`config.mk`:
```
export PLATFORM = sky130hd
export DESIGN_NAME = fp_adder
export DESIGN_NICKNAME = d
export VERILOG_FILES = /design/src/rtl/fp_adder.sv
export SDC_FILE = /design/constraint.sdc
export NUM_CORES = 1
export LEC_CHECK = 0
export CORE_ASPECT_RATIO = 1.5
export CORE_MARGIN = 8
export CORE_UTILIZATION = 45
export CTS_BUF_LIST = sky130_fd_sc_hd__clkbuf_8 sky130_fd_sc_hd__clkbuf_16
export CTS_CLUSTER_DIAMETER = 200
export DETAILED_ROUTE_END_ITERATION = 8
export GPL_TIMING_DRIVEN = 1
export SLEW_MARGIN = 5
export SYNTH_ARGS = -nofsm -noshare
export SYNTH_HDL_FRONTEND = slang
export SYNTH_SLANG_ARGS = --single-unit
```
`constraint.sdc`:
```
create_clock -name clk -period 19.1 [get_ports clk]
set_clock_uncertainty 0.05 [all_clocks]
set_input_delay 2.865 -clock clk [delete_from_list [all_inputs] [get_ports clk]]
set_output_delay 2.865 -clock clk [all_outputs]
set_load 0.02 [all_outputs]
```
`src/rtl/fp_adder.sv`:
```
// ============================================================================
// Module   : fp_adder
// Purpose  : IEEE-754 binary32 adder, round-to-nearest-even, full subnormal
//            support, canonical quiet NaN, result registered (1-cycle latency,
//            one add per cycle, no handshake).
// Ports    : clk  - clock, rising edge active
//            rst  - synchronous active-high reset, clears Sum to +0
//            A, B - binary32 operands
//            Sum  - registered binary32 result of A+B
// Revision : 1.0 - initial release
// ============================================================================
`default_nettype none

module fp_adder (
  input  logic        clk,
  input  logic        rst,
  input  logic [31:0] A,
  input  logic [31:0] B,
  output logic [31:0] Sum
);

  localparam logic [31:0] QNAN = 32'h7FC0_0000;

  // --------------------------------------------------------------------------
  // Unpack and classify
  // --------------------------------------------------------------------------
  logic        a_nan, b_nan, a_inf, b_inf;
  logic [7:0]  ea, eb;
  logic [23:0] ma, mb;

  assign a_nan = (A[30:23] == 8'hFF) && (A[22:0] != 23'd0);
  assign b_nan = (B[30:23] == 8'hFF) && (B[22:0] != 23'd0);
  assign a_inf = (A[30:23] == 8'hFF) && (A[22:0] == 23'd0);
  assign b_inf = (B[30:23] == 8'hFF) && (B[22:0] == 23'd0);

  // Zero/subnormal operands use effective exponent 1 with hidden bit 0.
  assign ea = (A[30:23] == 8'd0) ? 8'd1 : A[30:23];
  assign eb = (B[30:23] == 8'd0) ? 8'd1 : B[30:23];
  assign ma = {|A[30:23], A[22:0]};
  assign mb = {|B[30:23], B[22:0]};

  // --------------------------------------------------------------------------
  // Order by magnitude: l = larger, s = smaller
  // --------------------------------------------------------------------------
  logic        swap;
  logic        sl, ss;
  logic [7:0]  el, es;
  logic [23:0] ml, ms;

  assign swap = {eb, mb} > {ea, ma};
  assign sl   = swap ? B[31] : A[31];
  assign ss   = swap ? A[31] : B[31];
  assign el   = swap ? eb : ea;
  assign es   = swap ? ea : eb;
  assign ml   = swap ? mb : ma;
  assign ms   = swap ? ma : mb;

  // --------------------------------------------------------------------------
  // Align smaller significand: keep 24 bits + guard + round, OR the rest
  // into sticky. Distances of 26+ leave nothing but sticky.
  // --------------------------------------------------------------------------
  logic [7:0]  diff;
  logic [49:0] wide_sh;
  logic [25:0] al;
  logic        st;

  assign diff    = el - es;
  assign wide_sh = {ms, 26'd0} >> diff;
  assign al      = (diff >= 8'd26) ? 26'd0 : wide_sh[49:24];
  assign st      = (diff >= 8'd26) ? (|ms) : (|wide_sh[23:0]);

  // --------------------------------------------------------------------------
  // Add / subtract on {carry, 24-bit significand, G, R, S}.
  // Magnitude ordering guarantees the subtraction never goes negative.
  // --------------------------------------------------------------------------
  logic [27:0] x_ext, y_ext, r;
  logic        eff_sub;

  assign eff_sub = sl ^ ss;
  assign x_ext   = {1'b0, ml, 3'b000};
  assign y_ext   = {1'b0, al, st};
  assign r       = eff_sub ? (x_ext - y_ext) : (x_ext + y_ext);

  // --------------------------------------------------------------------------
  // Leading-zero count of r[26:0] (27 when r[26:0] is zero)
  // --------------------------------------------------------------------------
  logic [4:0] lz;

  always_comb begin
    lz = 5'd27;
    for (int i = 0; i < 27; i++) begin
      if (r[i]) lz = 5'(26 - i);
    end
  end

  // --------------------------------------------------------------------------
  // Normalize. Left shifts are clamped so the exponent never drops below 1;
  // if the hidden bit is still clear afterwards the result is subnormal.
  // --------------------------------------------------------------------------
  logic [7:0]  lim, shamt;
  logic [26:0] n;
  logic [8:0]  e_n;

  assign lim   = el - 8'd1;
  assign shamt = ({3'b000, lz} < lim) ? {3'b000, lz} : lim;

  always_comb begin
    n   = r[26:0];
    e_n = 9'd0;
    if (r[27]) begin
      // Carry-out: the bit shifted off merges into sticky.
      n   = {r[27:2], r[1] | r[0]};
      e_n = {1'b0, el} + 9'd1;
    end else begin
      n   = r[26:0] << shamt;
      e_n = n[26] ? ({1'b0, el} - {1'b0, shamt}) : 9'd0;
    end
  end

  // --------------------------------------------------------------------------
  // Round to nearest even. Adding the increment to the packed {exp, frac}
  // lets a fraction carry bump the exponent, including subnormal -> normal.
  // --------------------------------------------------------------------------
  logic        inc;
  logic [31:0] rounded;
  logic        ovf;

  assign inc     = n[2] & (n[1] | n[0] | n[3]);
  assign rounded = {e_n, n[25:3]} + {31'd0, inc};
  assign ovf     = rounded[31:23] >= 9'd255;

  // --------------------------------------------------------------------------
  // Result select and output register
  // --------------------------------------------------------------------------
  logic [31:0] sum_d, sum_q;

  always_comb begin
    sum_d = {sl, rounded[30:0]};
    if (a_nan || b_nan || (a_inf && b_inf && (A[31] != B[31]))) begin
      sum_d = QNAN;
    end else if (a_inf) begin
      sum_d = A;
    end else if (b_inf) begin
      sum_d = B;
    end else if (r == 28'd0) begin
      // Exact zero is +0 unless both operands are -0.
      sum_d = {A[31] & B[31], 31'd0};
    end else if (ovf) begin
      sum_d = {sl, 8'hFF, 23'd0};
    end
  end

  always_ff @(posedge clk) begin
    if (rst) begin
      sum_q <= 32'd0;
    end else begin
      sum_q <= sum_d;
    end
  end

  assign Sum = sum_q;

endmodule

`default_nettype wire

```
==> metrics.txt <==
cell repeated most along the worst path=a21oi_1; crit path kind=in2reg; CTS Buf Count=5; drt wl/cell=27.1 um; f_max=54.7 MHz; Least-Margin Pin Slew=1.19 ns; vias=16.5k; Synth area leaders=ha_1 9.0%, mux2i_1 6.1%, nand2_1 5.3%; Rel. slew slack=0.198; Pwr Total=1.41 mW; Post-DRT Antenna Nets=0; initial antenna violation count=0; most frequent cell after synthesis=nand2_1; Placer Congestion=1.11; First DRT Iteration DRCs=1,167; Setup TNS Final=0 ns; Antenna Cells=0; cts hold-fix bufs=0; Yosys warnings=0; Hold Path Sink=Sum[30]$_SDFF_PP0_; first-pass GRT wire length=97.0 mm; Layout fillers=3,077; max cap viols=0; # IOs=98; CTS tree=built; WL final=65.0 mm; Pre-Repair DR Iteration Count=6; Nets=2,165; area grow syn2layout=13.6%; sequential share of the synthesized area=0.0483; H-tree depth=2; Core ar.=0.0293 mm^2; dpl hpwl=52.9 mm; number of synthesized flops with an enable pin=0; Async SR Flop Fraction=0; worst hold path stage count=2; Leak=6.18 nW; Vias/cell=6.86; RSZ-0062 raised after global routing=no; clock root cell=clkbuf_16; mean area per synthesized cell=6.93 um^2; cells after synthesis=1,916; cell taking the most area after synthesis=ha_1; # setup viols final=0; max reg flops=32; Initial Util=0.453; grt ovf=0; CP arrival=18.43 ns; synth unique cells=114; pwr/cell area=93.7 mW/mm^2; Max Slew Vio Count=0; num rows=77; worst-case vdd ir drop=0.0350 mV; Slowest-stage cell, CP=nor4_1; Synth top area share=0.0896; clock slew at reported path FFs=0.05 ns; crit-path max FO=22; Die Footprint=0.0354 mm^2; die width=156 um; # port buffers=97; Post-synth top cells=188 x nand2_1, 151 x nor2_1, 131 x a21oi_1; die height=226 um; Clock Sinks=32; Synth Flop Type=dfxtp_1; largest net degree at the start of global routing=73; layout cells sized above 1=0.110; status=finished clean; vias in the first global route=16.3k; hold path startpoint=rst; Worst setup SP type=input pin; Final Hold Vio Count=0; minimum clock period=18.29 ns; DRC=0; synthesized cell area=0.0133 mm^2; Worst Path Required=19.24 ns; period utilisation layout=0.958; Critical Path End Type=flip-flop; worst hold path type=in2reg; critical path's largest stage delay=0.93 ns; Max Buffers Root-to-Sink=2; Synth Register Bits=32; GRT Util Overall=0.358
[critical path: cells and delay by family]
kind                     cells  cell delay, ns
AO/OA/AOI/OAI               27            6.42
XOR/XNOR                     1            0.23
AND/OR/NAND/NOR             20            5.45
buffers and inverters        8            1.58
adder cells (fa/ha/maj)      5            1.04
multiplexers                 2            0.82
[routing by layer]
metal	share of wire	routed length, um	track usage	up-vias
li1	-	-	-	7470
met1	0.32	21000	0.338	7736
met2	0.50	32800	0.660	901
met3	0.061	3930	0.0414	352
met4	0.11	7230	0.344	0
met5	0	0	0	-
[layout make-up]
cell class / instances / area, um^2 / area share
multi-input combinational: 1659 / 11700 / 0.775
timing repair buffer: 188 / 1650 / 0.110
sequential: 32 / 641 / 0.0425
tap: 395 / 494 / 0.0328
inverter: 116 / 435 / 0.0289
clock buffer: 5 / 125 / 0.00830
clock inverter: 3 / 38.8 / 0.00257
[report_power, final]
part	leakage, nW	switching [mW]	internal [mW]	total (mW)
clock	0.0850	0.0278	0.0606	0.0884
combinational	5.83	0.784	0.441	1.23
sequential	0.265	0.00712	0.0918	0.0990
total	6.18	0.819	0.594	1.41
[cells by family (layout without fill, tap and decap cells)]
group | count (synthesis) | after routing | synth area share
multiplexers | 115 | 115 | 0.112
buffers and inverters | 226 | 312 | 0.0759
XOR/XNOR | 65 | 65 | 0.0440
adder cells (fa/ha/maj) | 98 | 98 | 0.0934
other | 1 | 2 | 0.000283
AND/OR/NAND/NOR | 722 | 722 | 0.278
flip-flops | 32 | 32 | 0.0483
AO/OA/AOI/OAI | 657 | 657 | 0.348
[cell usage in the layout (no fill, tap or decap), types with 18 or more instances in the layout]
master             n
a211oi_1          43
a21o_1            42
a21oi_1          131
a31oi_1           25
and2_1            28
and3_1            19
buf_4             91
clkdlybuf4s50_1   97
dfxtp_1           32
ha_1              94
inv_1            111
mux2i_1           80
mux4_2            19
nand2_1          188
nand2b_1          21
nand3_1           65
nand4_1           38
nor2_1           150
nor2b_1           22
nor3_1            60
nor4_1            31
o211ai_1          43
o21a_1            19
o21ai_0          104
o21bai_1          23
o22ai_1           20
o31ai_1           18
or3_1             22
xnor2_1           44
xor2_1            19
[repair_timing]
action / CTS / global route
setup buffers: 0 / 1
setup endpoints to repair: 0 / 31
resized for setup: 0 / 7
[metrics by stage]
stage / instance area, um^2 / setup slack (ns) / cells / util / hold slack, ns
3_5_place_dp: 14900 / 0.603 / 2389 / 0.508 / 3.61
3_3_place_gp: 14900 / 0.749 / 2389 / 0.508 / 3.60
5_1_grt: 15100 / 0.0168 / 2398 / 0.515 / 3.39
2_1_floorplan: 13300 / 2.36 / 1917 / - / 3.03
4_1_cts: 15000 / 0.853 / 2397 / 0.513 / 3.31
6_report: 15100 / 0.810 / 2398 / 0.515 / 3.33
[worst max path at each step]
stage	slack, ns	cells after the start	start	end
floorplan	2.36	61	A[27]	Sum[28]$_SDFF_PP0_
global placement	0.75	58	A[27]	Sum[28]$_SDFF_PP0_
detailed placement	0.60	62	A[27]	Sum[28]$_SDFF_PP0_
CTS	0.85	62	A[27]	Sum[28]$_SDFF_PP0_
global route	0.02	62	B[24]	Sum[16]$_SDFF_PP0_
finish	0.81	63	A[27]	Sum[16]$_SDFF_PP0_
No activity file was read; power rests on OpenSTA's default activity.
